$ cat src/rtl/sync_fifo_param.sv
// Single-clock FIFO with parametrised width and depth.
// Provides a fill level, almost-full/almost-empty flags, sticky over/underflow flags and a synchronous flush.
module sync_fifo_param #(
   parameter int DATA_W     = 8,
   parameter int DEPTH_LOG2 = 4,
   parameter int AFULL_TH   = 12,
   parameter int AEMPTY_TH  = 4
) (
   input  logic                  clk,
   input  logic                  rst_n,
   input  logic                  clr,
   input  logic [DATA_W-1:0]     din,
   input  logic                  din_dv,
   input  logic                  rd_en,
   output logic [DATA_W-1:0]     dout,
   output logic                  dout_dv,
   output logic                  full,
   output logic                  empty,
   output logic                  afull,
   output logic                  aempty,
   output logic [DEPTH_LOG2:0]   level,
   output logic                  overflow,
   output logic                  underflow
);

   localparam int DEPTH = 1 << DEPTH_LOG2;
   localparam int PW    = DEPTH_LOG2 + 1;

   localparam logic [PW-1:0] DEPTH_LV  = PW'(DEPTH);
   localparam logic [PW-1:0] AFULL_LV  = PW'(AFULL_TH);
   localparam logic [PW-1:0] AEMPTY_LV = PW'(AEMPTY_TH);

   logic [DATA_W-1:0] mem [DEPTH];

   logic [PW-1:0]     wr_ptr_reg;
   logic [PW-1:0]     rd_ptr_reg;
   logic [PW-1:0]     level_reg;
   logic [PW-1:0]     level_next;
   logic [DATA_W-1:0] dout_reg;
   logic              dout_dv_reg;
   logic              overflow_reg;
   logic              underflow_reg;

   logic              wa;
   logic              ra;

   assign full   = (level_reg == DEPTH_LV);
   assign empty  = (level_reg == '0);
   assign afull  = (level_reg >= AFULL_LV);
   assign aempty = (level_reg <= AEMPTY_LV);

   // A write into a full FIFO is still taken when a read frees a slot in the same cycle.
   assign ra = rd_en & ~empty & ~clr;
   assign wa = din_dv & (~full | ra) & ~clr;

   always_comb begin
      level_next = level_reg;
      if (wa && !ra) begin
         level_next = level_reg + PW'(1);
      end else if (ra && !wa) begin
         level_next = level_reg - PW'(1);
      end
   end

   // Storage is left unreset so it maps onto block RAM.
   always_ff @(posedge clk) begin
      if (wa) begin
         mem[wr_ptr_reg[DEPTH_LOG2-1:0]] <= din;
      end
   end

   always_ff @(posedge clk or negedge rst_n) begin
      if (!rst_n) begin
         wr_ptr_reg    <= '0;
         rd_ptr_reg    <= '0;
         level_reg     <= '0;
         overflow_reg  <= 1'b0;
         underflow_reg <= 1'b0;
      end else if (clr) begin
         wr_ptr_reg    <= '0;
         rd_ptr_reg    <= '0;
         level_reg     <= '0;
         overflow_reg  <= 1'b0;
         underflow_reg <= 1'b0;
      end else begin
         level_reg <= level_next;
         if (wa) begin
            wr_ptr_reg <= wr_ptr_reg + PW'(1);
         end
         if (ra) begin
            rd_ptr_reg <= rd_ptr_reg + PW'(1);
         end
         if (din_dv && !wa) begin
            overflow_reg <= 1'b1;
         end
         if (rd_en && !ra) begin
            underflow_reg <= 1'b1;
         end
      end
   end

   // DOUT keeps its last value on idle cycles and through a flush.
   always_ff @(posedge clk or negedge rst_n) begin
      if (!rst_n) begin
         dout_reg    <= '0;
         dout_dv_reg <= 1'b0;
      end else if (ra) begin
         dout_reg    <= mem[rd_ptr_reg[DEPTH_LOG2-1:0]];
         dout_dv_reg <= 1'b1;
      end else begin
         dout_dv_reg <= 1'b0;
      end
   end

   assign dout      = dout_reg;
   assign dout_dv   = dout_dv_reg;
   assign level     = level_reg;
   assign overflow  = overflow_reg;
   assign underflow = underflow_reg;

endmodule

$ cat config.mk
export PLATFORM = sky130hd
export DESIGN_NAME = sync_fifo_param
export DESIGN_NICKNAME = d
export VERILOG_FILES = /design/src/rtl/sync_fifo_param.sv
export SDC_FILE = /design/constraint.sdc
export NUM_CORES = 1
export LEC_CHECK = 0
export BUFFER_PORTS_ARGS = -buffer_cell sky130_fd_sc_hd__buf_2
export CAP_MARGIN = 15
export CORE_UTILIZATION = 50
export CTS_CLUSTER_SIZE = 25
export DETAILED_ROUTE_END_ITERATION = 8
export PLACE_DENSITY = 0.67
export SYNTH_ARGS = -nofsm -noshare
export SYNTH_HDL_FRONTEND = slang
export SYNTH_SLANG_ARGS = --single-unit
export TNS_END_PERCENT = 20
$ cat constraint.sdc
create_clock -name clk -period 4.1 [get_ports clk]
set_clock_uncertainty 0.05 [all_clocks]
set_input_delay 0.205 -clock clk [delete_from_list [all_inputs] [get_ports clk]]
set_output_delay 0.205 -clock clk [all_outputs]
set_load 0.005 [all_outputs]
==> results.ini, run 1 <==
[floorplan]
die_w_microns = 114
die_area_sq_um = 12900
ioPinCount = 33
start_util_pct = 51.7
rows = 40
placeableCoreArea_sq_um = 12100
die_h_microns = 114

[sta]
slew_headroom_pct = 32.9
fmax_mhz = 321
drv_slew = 0
finalHoldViolations = 0
period_needed_ns = 3.12
hold_slack_ns = 0.0933
period_share_pct = 76.1
rsz0062_at_grt = no
worst_pin_slew_ns = 1.00
finalSetupViolations = 0
setup_tns_ns = 0

[worst_setup_path]
path_class = flip-flop to flip-flop
worstPathArrival_ns = 3.40
worst_path_largest_cell_delay_ns = 0.65
path_cells = or4_4 -> o21ai_1 -> nand3b_1 -> ha_1 -> a21oi_1 -> and4b_1 -> o21ai_0 -> a41oi_1
critPathSlowestCell = or4_4
startpoint_type = flip-flop
worst-path-buf-inv = 0
critPathTopFamily = simple AND/OR/NAND/NOR gates
crit_fanout = 9
worstPathRequired_ns = 4.38
cp-end-kind = flip-flop

[finish]
synthToLayoutAreaGrowth_pct = 15.0
largest_reg_flops = 128
diodes = 0
fin_util_pct = 59.4
num-nets-final = 404
drive_gt1_share_pct = 27.7
layoutNonFillerInstCount = 562

[power_and_ir_drop]
ir_drop_v = 0.000387
cellPowerDensity_nw_per_um2 = 593
power.leakage_nw = 2.44

[clock_tree]
cts_tree = built
postCtsHoldBufs = 1
cts_max_level = 4
cts.sinks = 152
insertion_delay_ns = 0.43
ctsResizeCount = 0
cts-root-buf = clkbuf_16
cts-buffers-inserted = 17
cts_buffer_depth = 2
path_clk_slew_ns = 0.06
postCtsSetupRepairBufs = 0

[routing]
via_per_inst = 5.63
dr.pass1.iters = 4
vias = 3165
detail_route.wirelength_microns = 11600
wl_per_cell_microns = 20.6
first_iter_violations = 232
drc = 0
ant_nets = 0

[outcome]
status = completed

[logic_synthesis]
ys_seq_area_share_pct = 71.3
synthArstFlopShare_pct = 15.8
yosysWarnings = 0
syn_inst = 341
synth_seq_cells = 152
syn_avg_cell_area_sq_um = 18.3
synth_fp_nets = 364
yosysUniqueCellTypes = 44
netlist_area_sq_um = 6230
synth_edf_count = 128
synth_flop_cell = edfxtp_1

[global_routing]
grt_max_degree = 33
grt_pass1_wl_microns = 18200
grt_overflow = 0
grt_pass1_vias = 3233
antenna_found_initial = 0
grt.total_usage_pct = 20.1

[place]
port_buffers = 32
globalplace.congestion = 0.763
hpwl_microns = 7160
dp_cells = 528

[run]
maxCapViolCount = 0

[worst_hold_path]
hp-class = primary input to flip-flop

## worst min-delay path, cell delays in order
cell,delay [ns]
buf_2,0.15
a21oi_1,0.08
nor2_1,0.08
## cell usage in the layout (no fill, tap or decap), types with 2 or more instances in the layout
cell type,n
dfrtp_1,23
o221ai_1,8
nand2b_1,4
edfxtp_1,128
clkinv_2,3
xnor2_1,3
buf_2,32
mux4_2,32
o21ai_0,2
nor2_1,29
a21oi_1,6
nand2_1,18
nand3_1,7
nor2b_1,3
or3_1,2
buf_4,4
mux2_2,4
clkbuf_1,4
clkbuf_8,4
ha_1,9
bufinv_16,2
mux2i_1,18
clkbuf_16,17
xor2_1,3
inv_1,3
## metrics by stage
step	power, mW	setup WS [ns]	cell area (sq um)
after CTS	4.27	0.981	7150
after global placement	2.73	1.10	6550
after detailed placement	2.74	0.997	6550
after floorplan	2.50	1.28	6230
after global routing	4.45	0.752	7170
final	4.25	0.981	7170
## routing by layer
metal  global-route usage [%]  share of wire, %  wire [microns]
met5                        0                 0               0
met4                     10.1              0.94             109
met3                     4.46               6.0             691
met2                     30.9                48            5590
met1                     27.5                45            5210
## path summary, 6_finish.rpt
kind                       depth (start not counted)  slack, ns       endpoint  startpoint
max in group asynchronous                          2       3.30  rd_ptr_reg[0]       rst_n
hold reg to reg                                    2       0.44        dout[1]     dout[1]
min in group asynchronous                          2       0.28        dout[3]       rst_n
hold / removal                                     3       0.09      underflow       rd_en
setup / recovery                                   8       0.98       level[4]    level[1]
setup reg to reg                                   8       0.98       level[4]    level[1]
## final cells by class
cell class                      count  area (sq um)
Timing Repair Buffer               38           220
Multi-Input combinational cell    168          1690
Fill cell                         888          4900
Sequential cell                   152          4450
Tap cell                          168           210
Clock buffer                       25           495
Clock inverter                      7          91.3
Inverter                            4          15.0
## cells by family (layout without fill, tap and decap cells)
kind of cell,count (synthesis),in the layout,synth area share [%]
AOI/OAI and AO/OA,26,26,3.41
xor gates and xnor gates,6,6,0.843
adders and majority gates,10,10,2.13
buffers and inverters,21,74,1.63
DFF,152,152,71.3
muxes,55,55,15.4
and+or+nand+nor,71,71,5.34
## report_power, final
part           leakage [nW]  internal [mW]  switching (mW)
sequential             1.47           1.77           0.120
combinational         0.688          0.429           0.407
clock                 0.287          0.958           0.567
## cell usage after synthesis (2+ instances only)
| cell type | n | area [sq um] |
|---|---|---|
| edfxtp_1 | 128 | 3840 |
| mux4_2 | 32 | 721 |
| nor2_1 | 29 | 109 |
| dfrtp_1 | 24 | 601 |
| mux2i_1 | 18 | 180 |
| nand2_1 | 18 | 67.6 |
| ha_1 | 9 | 113 |
| clkbuf_1 | 8 | 30.0 |
| o221ai_1 | 8 | 70.1 |
| nand3_1 | 7 | 35.0 |
| a21oi_1 | 6 | 30.0 |
| buf_2 | 5 | 25.0 |
| mux2_2 | 4 | 45.0 |
| nand2b_1 | 4 | 25.0 |
| inv_1 | 3 | 11.3 |
| nor2b_1 | 3 | 18.8 |
| xnor2_1 | 3 | 26.3 |
| xor2_1 | 3 | 26.3 |
| buf_6 | 2 | 22.5 |
| o21ai_0 | 2 | 10.0 |
| or3_1 | 2 | 12.5 |
No activity file was read; power rests on OpenSTA's default activity.
==> run 2: changes to the inputs <==
Clock period 4.1 ns to 3.1 ns, I/O delays scaled along.
==> run 2 against run 1 <==
Net effect: utilization up 1.6 points; non-clock buffer count grew 12; routed wire length rose by 2.8%; highest routed layer unchanged; critical path depth unchanged; count of clock-buffer cells in the layout decreased by 6; via count increased by 3.2%; largest cell class unchanged; hold slack got worse by 0.068 ns; power grew 41%.
==> results.ini, run 2 (synthesis results as in run 1) <==
[routing]
drc = 0  ; unchanged
dr.pass1.iters = 4  ; unchanged
wl_per_cell_microns = 20.8  ; was 20.6 microns
first_iter_violations = 248  ; was 232
detail_route.wirelength_microns = 11900  ; was 11600 microns
via_per_inst = 5.69  ; was 5.63
vias = 3267  ; was 3165
ant_nets = 0  ; unchanged

[floorplan]
die_h_microns = 114  ; unchanged
rows = 40  ; unchanged
start_util_pct = 51.7  ; unchanged
placeableCoreArea_sq_um = 12100  ; unchanged
die_area_sq_um = 12900  ; unchanged
die_w_microns = 114  ; unchanged
ioPinCount = 33  ; unchanged

[sta]
finalSetupViolations = 0  ; unchanged
worst_pin_slew_ns = 0.883  ; was 1.00 ns
rsz0062_at_grt = no  ; unchanged
setup_tns_ns = 0  ; unchanged
drv_slew = 0  ; unchanged
period_share_pct = 93.6  ; was 76.1%
slew_headroom_pct = 40.9  ; was 32.9%
period_needed_ns = 2.90  ; was 3.12 ns
finalHoldViolations = 0  ; unchanged
fmax_mhz = 345  ; was 321 MHz

[global_routing]
grt_pass1_wl_microns = 18500  ; was 18200 microns
grt_max_degree = 36  ; was 33
grt_pass1_vias = 3358  ; was 3233
grt_overflow = 0  ; unchanged
grt.total_usage_pct = 20.3  ; was 20.1%
antenna_found_initial = 0  ; unchanged

[clock_tree]
insertion_delay_ns = 0.42  ; was 0.43 ns
ctsResizeCount = 0  ; unchanged
cts.sinks = 152  ; unchanged
cts_max_level = 4  ; unchanged
cts-buffers-inserted = 17  ; unchanged
path_clk_slew_ns = 0.06  ; about the same
cts-root-buf = clkbuf_16  ; unchanged
cts_buffer_depth = 2  ; unchanged
cts_tree = built  ; unchanged

[finish]
final_cell_mix = edfxtp_1, mux4_2, buf_2, nor2_1, dfrtp_1  ; unchanged
num-nets-final = 416  ; was 404
synthToLayoutAreaGrowth_pct = 18.1  ; was 15.0%
fillers = 856  ; was 888
drive_gt1_share_pct = 30.8  ; was 27.7%
fin_util_pct = 61.0  ; was 59.4%
diodes = 0  ; unchanged
final_common_cell = edfxtp_1  ; unchanged
largest_reg_flops = 128  ; unchanged

[worst_hold_path]
hp-class = primary input to flip-flop  ; unchanged

[run]
maxCapViolCount = 0  ; unchanged

[worst_setup_path]
worstPathRequired_ns = 3.38  ; was 4.38 ns
worstPathArrival_ns = 3.18  ; was 3.40 ns
cp-end-kind = flip-flop  ; unchanged
startpoint_type = flip-flop  ; unchanged
crit_fanout = 9  ; unchanged
path_class = flip-flop to flip-flop  ; unchanged

[power_and_ir_drop]
power.leakage_nw = 2.56  ; was 2.44 nW
ir_drop_v = 0.000403  ; was 0.000387 V
cellPowerDensity_nw_per_um2 = 812  ; was 593 nW/um^2

[place]
hpwl_microns = 7250  ; was 7160 microns
port_buffers = 32  ; unchanged
globalplace.congestion = 0.803  ; was 0.763

[outcome]
status = completed  ; unchanged

==> run 2: layer usage <==
layer / part of all wire (%) / wire length, microns / up-vias / track usage [%]
met4: 1.4 / 166 / 0 / 9.82
met5: 0 / 0 / - / 0
met2: 51 / 6030 / 100 / 32.3
met1: 43 / 5130 / 1695 / 26.6
met3: 5.0 / 595 / 11 / 4.84
li1: - / - / 1461 / -
==> run 2: final timing paths <==
kind	startpoint	to	slack, ns	depth (start not counted)
min in group asynchronous	rst_n	level[1]	0.22	2
worst min-delay path	rd_en	underflow	0.03	3
worst min register to register	dout[1]	dout[1]	0.43	2
worst max register to register	level[1]	level[4]	0.20	8
max in group asynchronous	rst_n	rd_ptr_reg[0]	2.37	2
worst max-delay path	level[1]	level[4]	0.20	8
==> run 2: repair_timing <==
| action | 4_1_cts | 5_1_grt |
|---|---|---|
| buffers inserted | 0 | 0 |
| hold buffers | 1 | 0 |
| endpoints found under the hold margin | 24 | 0 |
==> run 2: cell type report <==
type	count	area (sq um)	area share, %
clock buffers	19	453	6.15
multi-input cells	168	1690	22.9
repair buffers	50	310	4.22
well taps	168	210	2.86
clock inverters	13	238	3.23
inverters	4	15.0	0.204
flip-flops and latches	152	4450	60.4
==> run 2: stage by stage <==
stage | hold slack (ns) | total power [mW] | setup slack (ns) | instance area [sq um] | cells
4_1_cts | 0.00957 | 6.03 | 0.229 | 7360 | 574
5_1_grt | 0.0515 | 6.22 | 0.00598 | 7360 | 574
2_1_floorplan | -0.191 | 3.31 | 0.277 | 6230 | 341
6_report | 0.0256 | 5.98 | 0.199 | 7360 | 574
3_5_place_dp | 0.143 | 3.65 | 0.261 | 6660 | 541
3_3_place_gp | 0.138 | 3.63 | 0.342 | 6660 | 541
==> run 2: worst max-delay path, cell delays in order, from the launching register on <==
cell and delay [ns]:
dfrtp_1 0.46, or4_4 0.65, o31a_1 0.33, nand3b_1 0.22, ha_1 0.32, a21oi_1 0.29
and4b_1 0.24, o21ai_0 0.08, a41oi_1 0.17
==> run 2: where the power goes <==
| part | internal (mW) | leakage, nW | switching [mW] | total, mW |
|---|---|---|---|---|
| Combinational | 0.569 | 0.752 | 0.573 | 1.14 |
| Sequential | 2.34 | 1.47 | 0.121 | 2.46 |
| Clock | 1.56 | 0.339 | 0.817 | 2.38 |
| Total | 4.47 | 2.56 | 1.51 | 5.98 |
==> run 3: changes to the inputs <==
Settings changed: CORE_MARGIN set to 2.
==> run 3 against run 2 <==
Net effect: power is 5.2% lower; non-clock buffer count is 2 higher; sequential share of layout area is 0.74 points higher; fmax is 0.88% higher; die area is 3.6% higher; cell count is 0.35% higher; combinational power hardly changed; largest cell class unchanged.
==> results.ini, run 3 (synthesis results as in run 1) <==
[outcome]
status = completed  ; unchanged

[place]
port_buffers = 32  ; unchanged
dp_cells = 543  ; was 541
globalplace.congestion = 0.851  ; was 0.803
dp_slack_ns = 0.259  ; was 0.261 ns
placed_area_sq_um = 6660  ; about the same
hpwl_microns = 7440  ; was 7250 microns

[global_routing]
grt_pass1_wl_microns = 18100  ; was 18500 microns
grt_overflow = 0  ; unchanged
grt_pass1_vias = 3179  ; was 3358
grt_max_degree = 36  ; unchanged
antenna_found_initial = 0  ; unchanged
grt.total_usage_pct = 19.3  ; was 20.3%

[routing]
dr.pass1.iters = 4  ; unchanged
ant_nets = 0  ; unchanged
via_per_inst = 5.60  ; was 5.69
first_iter_violations = 239  ; was 248
detail_route.wirelength_microns = 11900  ; about the same
wl_per_cell_microns = 20.6  ; was 20.8 microns
drc = 0  ; unchanged
vias = 3224  ; was 3267

[clock_tree]
insertion_delay_ns = 0.42  ; about the same
cts.sinks = 152  ; unchanged
cts_tree = built  ; unchanged
cts-buffers-inserted = 17  ; unchanged
path_clk_slew_ns = 0.06  ; about the same
cts-root-buf = clkbuf_16  ; unchanged
cts_max_level = 4  ; unchanged
cts_buffer_depth = 2  ; unchanged

[worst_setup_path]
r2r_cells = 8  ; unchanged
critPathLaunch = level[0]  ; was level[1]
worstPathRequired_ns = 3.38  ; about the same
reg2reg_slack_ns = 0.22  ; was 0.20 ns
crit_end = level[4]  ; unchanged
startpoint_type = flip-flop  ; unchanged
worstPathArrival_ns = 3.16  ; was 3.18 ns
crit_fanout = 9  ; unchanged
r2r_end = level[4]  ; unchanged
path_class = flip-flop to flip-flop  ; unchanged
r2r_start = level[0]  ; was level[1]
cp-end-kind = flip-flop  ; unchanged

[finish]
num-nets-final = 418  ; was 416
final_cell_mix = edfxtp_1, mux4_2, buf_2, nor2_1, dfrtp_1  ; unchanged
synthToLayoutAreaGrowth_pct = 16.6  ; was 18.1%
multi_input_area_sq_um = 1690  ; unchanged
fillers = 925  ; was 856
layoutNonFillerInstCount = 576  ; was 574
largest_reg_flops = 128  ; unchanged
final-seq-area_sq_um = 4450  ; unchanged
final_common_cell = edfxtp_1  ; unchanged
drive_gt1_share_pct = 30.1  ; was 30.8%
diodes = 0  ; unchanged
final_area_sq_um = 7270  ; was 7360 sq um

[sta]
worst_pin_slew_ns = 0.913  ; was 0.883 ns
slew_headroom_pct = 38.9  ; was 40.9%
fmax_mhz = 348  ; was 345 MHz
setup_tns_ns = 0  ; unchanged
drv_slew = 0  ; unchanged
period_needed_ns = 2.88  ; was 2.90 ns
setup_slack_ns = 0.224  ; was 0.199 ns
finalHoldViolations = 0  ; unchanged
period_share_pct = 92.8  ; was 93.6%
hold_slack_ns = 0.0390  ; was 0.0256 ns
finalSetupViolations = 0  ; unchanged
rsz0062_at_grt = no  ; unchanged

[floorplan]
die_area_sq_um = 13400  ; was 12900 sq um
start_util_pct = 51.5  ; was 51.7%
die_w_microns = 116  ; was 114 microns
rows = 40  ; unchanged
ioPinCount = 33  ; unchanged
placeableCoreArea_sq_um = 12100  ; about the same
die_h_microns = 116  ; was 114 microns

[power_and_ir_drop]
ir_drop_v = 0.000364  ; was 0.000403 V
power.leakage_nw = 2.52  ; was 2.56 nW
cellPowerDensity_nw_per_um2 = 780  ; was 812 nW/um^2

[run]
maxCapViolCount = 0  ; unchanged

[worst_hold_path]
hp-class = primary input to flip-flop  ; unchanged
min_delay_path_depth = 3  ; unchanged

==> run 3: final cells by class <==
class	count	share of cell area [%]
clock buffer	23	6.57
clock inverter	9	1.67
inverter	4	0.207
multi-input combinational	168	23.2
sequential	152	61.1
tap	168	2.89
timing repair buffer	52	4.30
==> run 3: metal layers <==
layer	track usage (%)	part of all wire (%)
met1	25.0	44
met4	6.51	1.3
met5	0	0
met2	31.9	50
met3	5.49	5.0
==> run 3: worst min-delay path by stage <==
stage / from / endpoint
6_report: rd_en / underflow
5_1_grt: rd_en / underflow
4_1_cts: rd_en / underflow
3_5_place_dp: rst_n / level[1]
3_3_place_gp: rst_n / level[0]
2_1_floorplan: rst_n / dout[0]
==> run 3: report_power, final <==
part / internal (mW) / leakage [nW] / switching, mW
combinational: 0.569 / 0.759 / 0.556
sequential: 2.34 / 1.47 / 0.144
clock: 1.32 / 0.294 / 0.742
==> run 3: timing repair <==
| item | in CTS | in global routing |
|---|---|---|
| hold endpoints to repair | 24 | 0 |
| gates resized for setup | 0 | 0 |
| hold buffers | 1 | 0 |
| buffers inserted | 0 | 0 |
==> run 3: worst max-delay path: stages, from the launching register on <==
cell and delay (ns):
dfrtp_1 0.47, or4_4 0.64, o31a_1 0.34, nand3b_1 0.23
ha_1 0.32, a21oi_1 0.28, and4b_1 0.22, o21ai_0 0.07
a41oi_1 0.16
==> run 3: through the flow <==
step	total power, mW	util, %
floorplan	3.31	-
global placement	3.63	55.0
detailed placement	3.66	55.0
CTS	5.72	60.0
global route	5.94	60.0
finish	5.67	60.0
